File: config.mk
export PLATFORM = sky130hd
export DESIGN_NAME = ifu_npc_flat
export DESIGN_NICKNAME = d
export VERILOG_FILES = /design/src/rtl/ifu_npc_pkg.sv /design/src/rtl/ifu_npc_if.sv /design/src/rtl/ifu_npc_npc_calc.sv /design/src/rtl/ifu_npc.sv /design/src/flat_wrapper.sv
export SDC_FILE = /design/constraint.sdc
export NUM_CORES = 1
export LEC_CHECK = 0
export CAP_MARGIN = 25
export CORE_MARGIN = 3
export CORE_UTILIZATION = 35
export DETAILED_ROUTE_END_ITERATION = 7
export PLACE_DENSITY = 0.66
export SLEW_MARGIN = 20
export SYNTH_ARGS = -nofsm -noshare
export SYNTH_HDL_FRONTEND = slang
export SYNTH_HIERARCHICAL = 1
export SYNTH_SLANG_ARGS = --single-unit
File: constraint.sdc
create_clock -name clk -period 5.6 [get_ports clk]
set_clock_uncertainty 0.05 [all_clocks]
set_input_delay 1.12 -clock clk [delete_from_list [all_inputs] [get_ports clk]]
set_output_delay 1.12 -clock clk [all_outputs]
set_load 0.1 [all_outputs]
File: src/rtl/ifu_npc_pkg.sv
// Shared constants and types for the fetch-stage PC unit and IF/ID register.
package ifu_npc_pkg;

  localparam logic [2:0] NPC_SEQ  = 3'd0;
  localparam logic [2:0] NPC_BR   = 3'd1;
  localparam logic [2:0] NPC_J    = 3'd2;
  localparam logic [2:0] NPC_JR   = 3'd3;
  localparam logic [2:0] NPC_ERET = 3'd4;

  localparam logic [31:0] DEF_RESET_PC  = 32'h0000_3000;
  localparam logic [31:0] DEF_EXC_ENTRY = 32'h0000_4180;
  localparam logic [31:0] DEF_IM_LO     = 32'h0000_3000;
  localparam logic [31:0] DEF_IM_HI     = 32'h0000_6FFC;

  localparam logic [4:0]  EXC_ADEL = 5'd4;
  localparam logic [31:0] NOP      = 32'h0;

  typedef struct packed {
    logic [31:0] instr;
    logic [31:0] pc;
    logic        bd;
    logic        exc;
    logic [4:0]  code;
  } ifid_t;

  // Branches and jumps with a delay slot; eret deliberately excluded.
  function automatic logic has_slot(input logic [2:0] op);
    return (op == NPC_BR) || (op == NPC_J) || (op == NPC_JR);
  endfunction

endpackage

File: src/rtl/ifu_npc_if.sv
// Fetch-unit bus: ID/CP0 control inputs, instruction memory port and IF/ID outputs.
interface ifu_npc_if;
  logic        stall;
  logic        if_br;
  logic [2:0]  npc_op;
  logic [31:0] d_instr;
  logic [31:0] d_pc;
  logic [31:0] rs_data;
  logic [31:0] epc;
  logic        exc_req;
  logic [31:0] im_rdata;
  logic [31:0] im_addr;
  logic [31:0] d_instr_out;
  logic [31:0] d_pc_out;
  logic        d_bd;
  logic        d_exc;
  logic [4:0]  d_exc_code;

  modport slave (
    input  stall, if_br, npc_op, d_instr, d_pc, rs_data, epc, exc_req, im_rdata,
    output im_addr, d_instr_out, d_pc_out, d_bd, d_exc, d_exc_code
  );

  modport master (
    output stall, if_br, npc_op, d_instr, d_pc, rs_data, epc, exc_req, im_rdata,
    input  im_addr, d_instr_out, d_pc_out, d_bd, d_exc, d_exc_code
  );
endinterface

File: src/rtl/ifu_npc_npc_calc.sv
// Combinational next-PC target mux; branch/jump targets are relative to the ID-stage PC.
module npc_calc
  import ifu_npc_pkg::*;
(
  input  logic [31:0] pc,
  input  logic [31:0] d_pc,
  input  logic [25:0] imm26,
  input  logic        if_br,
  input  logic [2:0]  npc_op,
  input  logic [31:0] rs_data,
  input  logic [31:0] epc,
  output logic [31:0] npc
);

  logic [31:0] pc_seq;
  logic [31:0] d_pc_seq;
  logic [31:0] br_off;

  assign pc_seq   = pc + 32'd4;
  assign d_pc_seq = d_pc + 32'd4;
  assign br_off   = {{14{imm26[15]}}, imm26[15:0], 2'b00};

  always_comb begin
    npc = pc_seq;
    case (npc_op)
      NPC_BR:   npc = if_br ? (d_pc_seq + br_off) : pc_seq;
      NPC_J:    npc = {d_pc_seq[31:28], imm26, 2'b00};
      NPC_JR:   npc = rs_data;
      NPC_ERET: npc = epc;
      default:  npc = pc_seq;
    endcase
  end

endmodule

File: src/rtl/ifu_npc.sv
// Fetch-stage PC register, fetch address check and IF/ID pipeline register.
module ifu_npc
  import ifu_npc_pkg::*;
#(
  parameter logic [31:0] RESET_PC  = DEF_RESET_PC,
  parameter logic [31:0] EXC_ENTRY = DEF_EXC_ENTRY,
  parameter logic [31:0] IM_LO     = DEF_IM_LO,
  parameter logic [31:0] IM_HI     = DEF_IM_HI
) (
  input  logic       clk,
  input  logic       reset,
  ifu_npc_if.slave   bus
);

  logic [31:0] pc;
  logic [31:0] npc;
  logic        fetch_exc;
  ifid_t       ifid;
  ifid_t       fetched;
  logic        unused_instr_hi;

  npc_calc u_npc_calc (
    .pc      (pc),
    .d_pc    (bus.d_pc),
    .imm26   (bus.d_instr[25:0]),
    .if_br   (bus.if_br),
    .npc_op  (bus.npc_op),
    .rs_data (bus.rs_data),
    .epc     (bus.epc),
    .npc     (npc)
  );

  // Opcode bits are not needed for target calculation.
  assign unused_instr_hi = ^bus.d_instr[31:26];

  assign fetch_exc = (pc[1:0] != 2'b00) || (pc < IM_LO) || (pc > IM_HI);

  // A faulting fetch becomes a nop tagged with AdEL; memory data is discarded.
  always_comb begin
    fetched.instr = fetch_exc ? NOP : bus.im_rdata;
    fetched.pc    = pc;
    fetched.bd    = has_slot(bus.npc_op);
    fetched.exc   = fetch_exc;
    fetched.code  = fetch_exc ? EXC_ADEL : 5'd0;
  end

  always_ff @(posedge clk) begin
    if (reset) begin
      pc   <= RESET_PC;
      ifid <= '0;
    end else if (bus.exc_req) begin
      pc   <= EXC_ENTRY;
      ifid <= '0;
    end else if (!bus.stall) begin
      pc <= npc;
      // eret has no delay slot, so the instruction fetched behind it is squashed.
      if (bus.npc_op == NPC_ERET) ifid <= '0;
      else                        ifid <= fetched;
    end
  end

  assign bus.im_addr     = pc;
  assign bus.d_instr_out = ifid.instr;
  assign bus.d_pc_out    = ifid.pc;
  assign bus.d_bd        = ifid.bd;
  assign bus.d_exc       = ifid.exc;
  assign bus.d_exc_code  = ifid.code;

endmodule

File: src/flat_wrapper.sv
// flat-port wrapper written by rule: the top's interface ports become plain ports
module ifu_npc_flat import ifu_npc_pkg::*;
#(
  parameter logic [31:0] RESET_PC  = DEF_RESET_PC,
  parameter logic [31:0] EXC_ENTRY = DEF_EXC_ENTRY,
  parameter logic [31:0] IM_LO     = DEF_IM_LO,
  parameter logic [31:0] IM_HI     = DEF_IM_HI
)
  (clk, reset, bus_stall, bus_if_br, bus_npc_op, bus_d_instr, bus_d_pc, bus_rs_data, bus_epc, bus_exc_req, bus_im_rdata, bus_im_addr, bus_d_instr_out, bus_d_pc_out, bus_d_bd, bus_d_exc, bus_d_exc_code);
  ifu_npc_if bus_i ();
  input  logic clk;
  input  logic reset;
  input wire logic [$bits(bus_i.stall)-1:0] bus_stall;
  input wire logic [$bits(bus_i.if_br)-1:0] bus_if_br;
  input wire logic [$bits(bus_i.npc_op)-1:0] bus_npc_op;
  input wire logic [$bits(bus_i.d_instr)-1:0] bus_d_instr;
  input wire logic [$bits(bus_i.d_pc)-1:0] bus_d_pc;
  input wire logic [$bits(bus_i.rs_data)-1:0] bus_rs_data;
  input wire logic [$bits(bus_i.epc)-1:0] bus_epc;
  input wire logic [$bits(bus_i.exc_req)-1:0] bus_exc_req;
  input wire logic [$bits(bus_i.im_rdata)-1:0] bus_im_rdata;
  output wire logic [$bits(bus_i.im_addr)-1:0] bus_im_addr;
  output wire logic [$bits(bus_i.d_instr_out)-1:0] bus_d_instr_out;
  output wire logic [$bits(bus_i.d_pc_out)-1:0] bus_d_pc_out;
  output wire logic [$bits(bus_i.d_bd)-1:0] bus_d_bd;
  output wire logic [$bits(bus_i.d_exc)-1:0] bus_d_exc;
  output wire logic [$bits(bus_i.d_exc_code)-1:0] bus_d_exc_code;
  assign bus_i.stall = bus_stall;
  assign bus_i.if_br = bus_if_br;
  assign bus_i.npc_op = bus_npc_op;
  assign bus_i.d_instr = bus_d_instr;
  assign bus_i.d_pc = bus_d_pc;
  assign bus_i.rs_data = bus_rs_data;
  assign bus_i.epc = bus_epc;
  assign bus_i.exc_req = bus_exc_req;
  assign bus_i.im_rdata = bus_im_rdata;
  assign bus_im_addr = bus_i.im_addr;
  assign bus_d_instr_out = bus_i.d_instr_out;
  assign bus_d_pc_out = bus_i.d_pc_out;
  assign bus_d_bd = bus_i.d_bd;
  assign bus_d_exc = bus_i.d_exc;
  assign bus_d_exc_code = bus_i.d_exc_code;
  ifu_npc #(.RESET_PC(RESET_PC), .EXC_ENTRY(EXC_ENTRY), .IM_LO(IM_LO), .IM_HI(IM_HI)) u_core (.clk(clk), .reset(reset), .bus(bus_i));
endmodule
==> impl_metrics.toml, run 1 <==
[status]
status = "finished clean"

[synthesis]
ys_seq_area_frac = 0.271
synth_top_cell_by_area = "dfxtp_1"
synth-seq-cells = 98
yosys.area.top_type_share = 0.271
synth_cells = 908
async_flop_share = 0
syn_area_mm2 = 0.00724
synthTopCellsByCount = "nor2_1 (119), dfxtp_1 (98), nand2_1 (63), a21oi_1 (54), o21ai_0 (52)"
synth-edff-count = 0
synth_ff_type = "dfxtp_1"
synth_area_leaders = "dfxtp_1 (27%), nor2_1 (6.2%), xnor2_1 (6.2%)"
synth_warnings = 6
yosys.cell_count.top_type = "nor2_1"
synth_cell_types = 73
syn_area_per_cell_um2 = 7.98

[sta]
layout_min_cycle_time_ps = 5070
setup_violations = 0
whs_ps = 429
tightest_slew_ps = 1030
relSlewSlack = 0.314
finalHoldViolCount = 0
finalCritPeriodShare = 0.906
maxSlewViolCount = 0
rsz0062_at_grt = "false"
finalSetupTns_ps = 0
fmax_mhz = 197

[placed_design]
place_congestion = 0.915
place_inst = 1397
postPlaceCellArea_mm2 = 0.0100
port_buffers = 260
hpwl_mm = 20.5

[clock_tree]
cts.sinks = 98
clk_pin_slew_worst_paths_ps = 70
cts_tree = "yes"
cts_hold_buf = 0
clk_path_buf_depth = 2
post_cts_buffers = 0
clk-insertion-delay-late_ps = 340
postCtsResizedCells = 0
cts_buffers = 9
htreeDepth = 3
clock-root-buffer = "clkbuf_16"

[die]
start_util = 0.364
fp.dieH_um = 150
die_area_mm2 = 0.0225
row_count = 51
chipWidth_um = 150
io_pins = 271
core_mm2 = 0.0199

[routing]
vias = 7681
via_per_inst = 5.44
avgRoutedWirePerCell_um = 18.2
wl_mm = 25.7
drt_iter0_markers = 307
drc = 0
ant_nets = 0
first_pass_iters = 7

[layout]
drive_gt1_frac = 0.0401
instances_no_fill = 1413
diodes = 0
areaGrowthSynthToFinish_pct = 42.3
design_area_mm2 = 0.0103
fin_nets = 1347

[pwr]
power.leakage_nw = 3.93
peakVddDrop_v = 0.000110
power_density_mw_per_mm2 = 196

[critical_path]
reg2reg_slack_ps = 2640
critPathKind = "input pin to flip-flop"
cp_max_fo = 8
required_ps = 5750
path_cells = "clkdlybuf4s50_1 > ha_1 > nand4_1 > nor3_2 > nand2_1 > xnor2_1 > ha_1 > nand2_1 > o21ai_0 > nor4_1 > a211oi_1 > or4b_1 > a31oi_1 > xor2_1 > a31oi_1 > mux2i_1 > nor2_1"
start_kind = "input pin"
critPathMaxStageDelay_ps = 530
cp.arrival_ps = 5230
crit_path_end_kind = "flip-flop"
slowest_stage = "clkdlybuf4s50_1"

[grt]
grt_pass1_vias = 6963
antenna_found_initial = 0
grt_pass1_wl_mm = 38.3
overflow = 0
grt_usage = 0.214
grt_max_degree = 62

[run]
maxCapViolCount = 0

[worst_hold_path]
hold_path.class = "flip-flop to flip-flop"
-- final cells by class --
cell class              instances  area, µm²
well taps                     265        332
flip-flops and latches         98       1960
clock buffers                   9        225
clock inverters                 6       43.8
multi-input cells             738       4960
repair buffers                274       2700
fillers                      1922       9600
inverters                      23       86.3
-- cell families after synthesis --
family / synth area share
buf+inv: 0.0472
mux: 0.0430
fa+ha+maj: 0.0615
other cells: 0.000518
xor+xnor: 0.0980
compound gates: 0.274
simple gates: 0.205
flops: 0.271
-- per-stage QoR --
stage | power [mW] | worst slack, ps | utilization
6_report | 2.02 | 526 | 0.518
5_1_grt | 2.12 | 234 | 0.518
4_1_cts | 2.04 | 585 | 0.517
3_5_place_dp | 1.47 | 228 | 0.504
3_3_place_gp | 1.46 | 291 | 0.504
2_1_floorplan | 1.21 | 1330 | -
-- layer usage --
layer  share of wire  GRT usage  vias to the layer above
met5               0          0                        -
met4           0.020     0.0640                        0
met3           0.076     0.0376                       28
met2            0.44      0.346                      292
met1            0.46      0.292                     3534
li1                -          -                     3827
-- worst paths after layout --
| path | startpoint | endpoint | depth (start not counted) |
|---|---|---|---|
| max | bus_d_pc[2] | u_core/bus.im_addr[28] | 17 |
| min | u_core/bus.d_instr_out[25] | u_core/bus.d_instr_out[25] | 1 |
| max reg2reg | u_core/bus.im_addr[2] | u_core/bus.im_addr[28] | 10 |
| min reg2reg | u_core/bus.d_instr_out[25] | u_core/bus.d_instr_out[25] | 1 |
-- worst max-delay path, delay by kind of cell --
family          cells  cell delay (ps)
buf+inv             1              530
simple gates        7             1810
mux                 1              170
xor+xnor            2              360
compound gates      4              650
fa+ha+maj           2              610
-- flip-flops by register name, indices dropped and copies added, names as in the netlist --
| signal | count |
|---|---|
| u_core/bus.d_bd | 1 |
| u_core/bus.d_exc_code | 1 |
| u_core/bus.d_instr_out | 32 |
| u_core/bus.d_pc_out | 32 |
| u_core/bus.im_addr | 32 |
-- cell usage in the layout, fill, tap and decap left out, types with 11 or more instances in the layout --
| cell type | n |
|---|---|
| clkdlybuf4s50_1 | 259 |
| nor2_1 | 118 |
| dfxtp_1 | 98 |
| nand2_1 | 63 |
| a21oi_1 | 53 |
| o21ai_0 | 52 |
| xnor2_1 | 51 |
| a22oi_1 | 40 |
| a22o_1 | 40 |
| ha_1 | 34 |
| nand3_1 | 31 |
| mux2i_1 | 30 |
| xor2_1 | 30 |
| inv_1 | 23 |
| a21o_1 | 18 |
| nand4_1 | 17 |
| buf_4 | 14 |
| nor3_1 | 11 |
-- report_power, final --
group	switching, mW	total [mW]	internal, mW
sequential	0.0285	0.742	0.713
clock	0.265	0.566	0.300
combinational	0.425	0.717	0.292
total	0.719	2.02	1.31
(Power assumes the default switching activity.)
==> run 2: changes to the inputs <==
CORE_MARGIN = 1.5   (was 3)
==> impl_metrics.toml, run 2 (synthesis gave the netlist of run 1 again) <==
[status]
status = "finished clean"

[clock_tree]
htreeDepth = 3
post_cts_buffers = 0
cts.sinks = 98
clk-insertion-delay-late_ps = 340
cts_hold_buf = 0
postCtsResizedCells = 0
clk_pin_slew_worst_paths_ps = 60
cts_tree = "yes"
clock-root-buffer = "clkbuf_16"
clk_path_buf_depth = 2
cts_buffers = 9

[die]
fp.dieH_um = 147
start_util = 0.358
chipWidth_um = 147
core_mm2 = 0.0202
io_pins = 271
die_area_mm2 = 0.0216
row_count = 52

[layout]
design_area_mm2 = 0.0104
areaGrowthSynthToFinish_pct = 43.5
post-route-util = 0.514
fin_nets = 1351
instances_no_fill = 1423
diodes = 0
final_cell_mix = "clkdlybuf4s50_1 (259), nor2_1 (118), dfxtp_1 (98), nand2_1 (63), a21oi_1 (53)"
layout_commonest_cell = "clkdlybuf4s50_1"
drive_gt1_frac = 0.0434

[placed_design]
postPlaceCellArea_mm2 = 0.0101
place_inst = 1407
port_buffers = 260
place_congestion = 0.912
hpwl_mm = 20.3

[sta]
layout_min_cycle_time_ps = 5090
finalCritPeriodShare = 0.908
tightest_slew_ps = 1100
finalHoldViolCount = 0
relSlewSlack = 0.267
finalSetupTns_ps = 0
maxSlewViolCount = 0
setup_violations = 0
rsz0062_at_grt = "false"
fmax_mhz = 197

[pwr]
switchingPower_mw = 0.731
power.leakage_nw = 3.97
intPower_mw = 1.40
power_density_mw_per_mm2 = 205
p_sw_frac = 0.343
peakVddDrop_v = 0.000136
p_seq_frac = 0.347
pwr-share-clk = 0.313
power_frac_comb = 0.340

[grt]
grt_usage = 0.232
grt_max_degree = 62
grt_pass1_vias = 7384
grt_pass1_wl_mm = 39.8
antenna_found_initial = 0
overflow = 0

[critical_path]
path_cells = "clkdlybuf4s50_1 > ha_1 > nand4_1 > nor3_2 > nor3b_1 > xor2_1 > ha_1 > and3_1 > nand2_1 > a211oi_1 > nor2_1 > a311oi_1 > nor3_1 > o31ai_1 > mux2i_1 > nor2_1"
startpoint = "bus_d_pc[2]"
crit_end = "u_core/bus.im_addr[30]"
critPathMaxStageDelay_ps = 530
cp_max_fo = 6
start_kind = "input pin"
critPathKind = "input pin to flip-flop"
r2r-end = "u_core/bus.im_addr[28]"
cp.arrival_ps = 5310
required_ps = 5820
r2r-start = "u_core/bus.im_addr[2]"
reg2reg_slack_ps = 2640
crit_path_end_kind = "flip-flop"
r2r_cells = 10
slowest_stage = "clkdlybuf4s50_1"

[worst_hold_path]
hold_path.class = "flip-flop to flip-flop"

[routing]
wl_mm = 26.0
drc = 0
via_per_inst = 5.45
vias = 7759
ant_nets = 0
avgRoutedWirePerCell_um = 18.3
drt_iter0_markers = 407
first_pass_iters = 5

[run]
maxCapViolCount = 0
==> run 2: per-layer routing <==
metal / track usage / vias to the layer above / share of wire
met5: 0 / - / 0
met4: 0.0722 / 0 / 0.023
li1: - / 3833 / -
met2: 0.374 / 314 / 0.45
met1: 0.315 / 3585 / 0.46
met3: 0.0394 / 27 / 0.066
==> run 2: power by group through the flow <==
stage          Combinational [mW]  Sequential [mW]  Clock [mW]
2_1_floorplan               0.343            0.864           0
6_report                    0.725            0.740       0.668
5_1_grt                     0.777            0.742       0.710
3_3_place_gp                0.712            0.755           0
4_1_cts                     0.719            0.740       0.680
3_5_place_dp                0.716            0.756           0
==> run 2: area by class of cell <==
| class | count | area (µm²) |
|---|---|---|
| Clock buffer | 10 | 229 |
| Tap cell | 270 | 338 |
| Timing Repair Buffer | 278 | 2730 |
| Clock inverter | 6 | 90.1 |
| Multi-Input combinational cell | 738 | 4960 |
| Fill cell | 1951 | 9840 |
| Sequential cell | 98 | 1960 |
| Inverter | 23 | 86.3 |
==> run 2: worst min path at each step <==
stage,startpoint,to,cells after the start
after global placement,u_core/bus.d_instr_out[0],u_core/bus.d_instr_out[0],1
final,u_core/bus.d_instr_out[12],u_core/bus.d_instr_out[12],1
after CTS,u_core/bus.d_instr_out[12],u_core/bus.d_instr_out[12],1
after detailed placement,u_core/bus.d_instr_out[29],u_core/bus.d_instr_out[29],1
after floorplan,u_core/bus.d_exc_code[2],u_core/bus.d_exc_code[2],2
after global routing,u_core/bus.d_instr_out[12],u_core/bus.d_instr_out[12],1
==> run 2: worst max-delay path: cells and delay by family <==
| kind | cells | cell delay (ps) |
|---|---|---|
| AND/OR/NAND/NOR | 8 | 1760 |
| AO/OA/AOI/OAI | 3 | 1020 |
| adder cells (fa/ha/maj) | 2 | 640 |
| buffers and inverters | 1 | 530 |
| XOR/XNOR | 1 | 120 |
| multiplexers | 1 | 100 |
==> run 2: per-stage QoR <==
stage | worst slack (ps) | power [mW] | hold slack [ps]
2_1_floorplan | 1330 | 1.21 | 844
3_3_place_gp | 353 | 1.47 | 410
3_5_place_dp | 251 | 1.47 | 413
4_1_cts | 604 | 2.14 | 432
5_1_grt | 139 | 2.23 | 442
6_report | 513 | 2.13 | 429
==> run 3: changes to the inputs <==
CORE_UTILIZATION = 46   (was 35)
PLACE_DENSITY = 0.83   (was 0.66)
SETUP_SLACK_MARGIN = 0.2   (was unset)
==> impl_metrics.toml, run 3 (synthesis gave the netlist of run 1 again) <==
[status]
status = "finished clean"

[sta]
relSlewSlack = 0.301
fmax_mhz = 198
finalCritPeriodShare = 0.902
finalSetupTns_ps = 0
layout_min_cycle_time_ps = 5050
setup_violations = 0
finalHoldViolCount = 0
tightest_slew_ps = 1040
whs_ps = 429
maxSlewViolCount = 0
rsz0062_at_grt = "false"

[die]
io_pins = 271
fp.dieH_um = 128
core_mm2 = 0.0153
row_count = 45
start_util = 0.473
die_area_mm2 = 0.0165
chipWidth_um = 128

[layout]
drive_gt1_frac = 0.0426
areaGrowthSynthToFinish_pct = 41.9
final_cell_mix = "clkdlybuf4s50_1 (259), nor2_1 (118), dfxtp_1 (98), nand2_1 (63), a21oi_1 (53)"
diodes = 0
fin_nets = 1348
layout_commonest_cell = "clkdlybuf4s50_1"
fill_cells = 1323

[grt]
grt_pass1_wl_mm = 36.8
grt_max_degree = 62
grt_pass1_vias = 7236
grt_usage = 0.278
overflow = 0
antenna_found_initial = 0

[pwr]
peakVddDrop_v = 0.000147
p_sw_frac = 0.346
intPower_mw = 1.35
power.leakage_nw = 3.94
power_density_mw_per_mm2 = 201
p_seq_frac = 0.358
switchingPower_mw = 0.714
power_frac_comb = 0.348
pwr-share-clk = 0.294

[critical_path]
crit_path_end_kind = "flip-flop"
crit_cells = 17
cp_max_fo = 8
r2r-end = "u_core/bus.im_addr[28]"
startpoint = "bus_d_pc[2]"
r2r-start = "u_core/bus.im_addr[2]"
r2r_cells = 10
crit_end = "u_core/bus.im_addr[28]"
critPathMaxStageDelay_ps = 540
required_ps = 5750
start_kind = "input pin"
slowest_stage = "or4b_1"
cp.arrival_ps = 5210
crit_buf_inv = 1
critical-path-top-delay-family = "simple AND/OR/NAND/NOR gates"
critPathKind = "input pin to flip-flop"
reg2reg_slack_ps = 2620
path_cells = "clkdlybuf4s50_1 > ha_1 > nand4_1 > nor3_2 > nand2_1 > xnor2_1 > ha_1 > nand2_1 > o21ai_0 > nor4_1 > a211oi_1 > or4b_1 > a31oi_1 > xor2_1 > a31oi_1 > mux2i_1 > nor2_1"

[placed_design]
place_congestion = 0.931
hpwl_mm = 19.0
port_buffers = 260

[routing]
ant_nets = 0
via_per_inst = 5.84
avgRoutedWirePerCell_um = 17.6
wl_mm = 24.0
vias = 7949
drt_iter0_markers = 585
first_pass_iters = 7
drc = 0

[clock_tree]
cts_buffers = 9
htreeDepth = 3
clock-root-buffer = "clkbuf_16"
cts_tree = "yes"
clk-insertion-delay-late_ps = 340
clk_path_buf_depth = 2
post_cts_buffers = 0
clk_pin_slew_worst_paths_ps = 70
cts.sinks = 98

[worst_hold_path]
hold_path.class = "flip-flop to flip-flop"

[run]
maxCapViolCount = 0
run 3: layout make-up:
| type | count | area [µm²] | share of cell area |
|---|---|---|---|
| multi-input cells | 738 | 4960 | 0.483 |
| clock inverters | 7 | 68.8 | 0.00670 |
| flip-flops and latches | 98 | 1960 | 0.191 |
| inverters | 23 | 86.3 | 0.00840 |
| well taps | 211 | 264 | 0.0257 |
| clock buffers | 9 | 225 | 0.0219 |
| repair buffers | 275 | 2710 | 0.264 |
run 3: stage by stage:
stage / cell area (µm²) / instances / util / setup WS, ps / total power, mW
finish: 10300 / 1361 / 0.671 / 548 / 2.06
global route: 10300 / 1361 / 0.671 / 240 / 2.16
CTS: 10300 / 1360 / 0.670 / 581 / 2.06
detailed placement: 9970 / 1344 / 0.651 / 234 / 1.46
global placement: 9970 / 1344 / 0.651 / 365 / 1.45
floorplan: 7250 / 911 / - / 1330 / 1.21
run 3: layer usage:
layer | global-route usage | routed length (µm) | share of wire | vias to the layer above
met5 | 0 | 0 | 0 | -
met4 | 0.0773 | 420 | 0.018 | 0
met3 | 0.0507 | 1920 | 0.080 | 35
met2 | 0.472 | 11100 | 0.46 | 374
met1 | 0.363 | 10500 | 0.44 | 3710
li1 | - | - | - | 3830
run 3: repair_timing:
item / 4_1_cts / 5_1_grt
endpoints found under the setup margin: 0 / 1
resized for setup: 0 / 1
hold buffers: 0 / 0
run 3: power groups by stage:
stage	clock [mW]	combinational (mW)	sequential [mW]
after floorplan	0	0.343	0.864
after global placement	0	0.700	0.754
after detailed placement	0	0.707	0.754
after CTS	0.617	0.710	0.738
after global routing	0.647	0.770	0.741
final	0.608	0.718	0.739
run 3: how the worst min path moves through the flow:
stage,slack [ps],start,cells past startpoint,end
CTS,430,u_core/bus.d_instr_out[6],1,u_core/bus.d_instr_out[6]
detailed placement,410,u_core/bus.d_instr_out[6],1,u_core/bus.d_instr_out[6]
finish,430,u_core/bus.d_instr_out[16],1,u_core/bus.d_instr_out[16]
floorplan,840,u_core/bus.d_exc_code[2],2,u_core/bus.d_exc_code[2]
global placement,410,u_core/bus.d_instr_out[23],1,u_core/bus.d_instr_out[23]
global route,450,u_core/bus.d_instr_out[3],1,u_core/bus.d_instr_out[3]
run 3: worst reg2reg max path: stages (launching register included):
cell	delay [ps]
dfxtp_1	490
ha_1	330
nand3_1	250
nor4_1	760
nand3_1	190
xnor2_1	220
o21ai_0	100
o2bb2ai_1	160
a31oi_1	170
mux2i_1	90
nor2_1	100
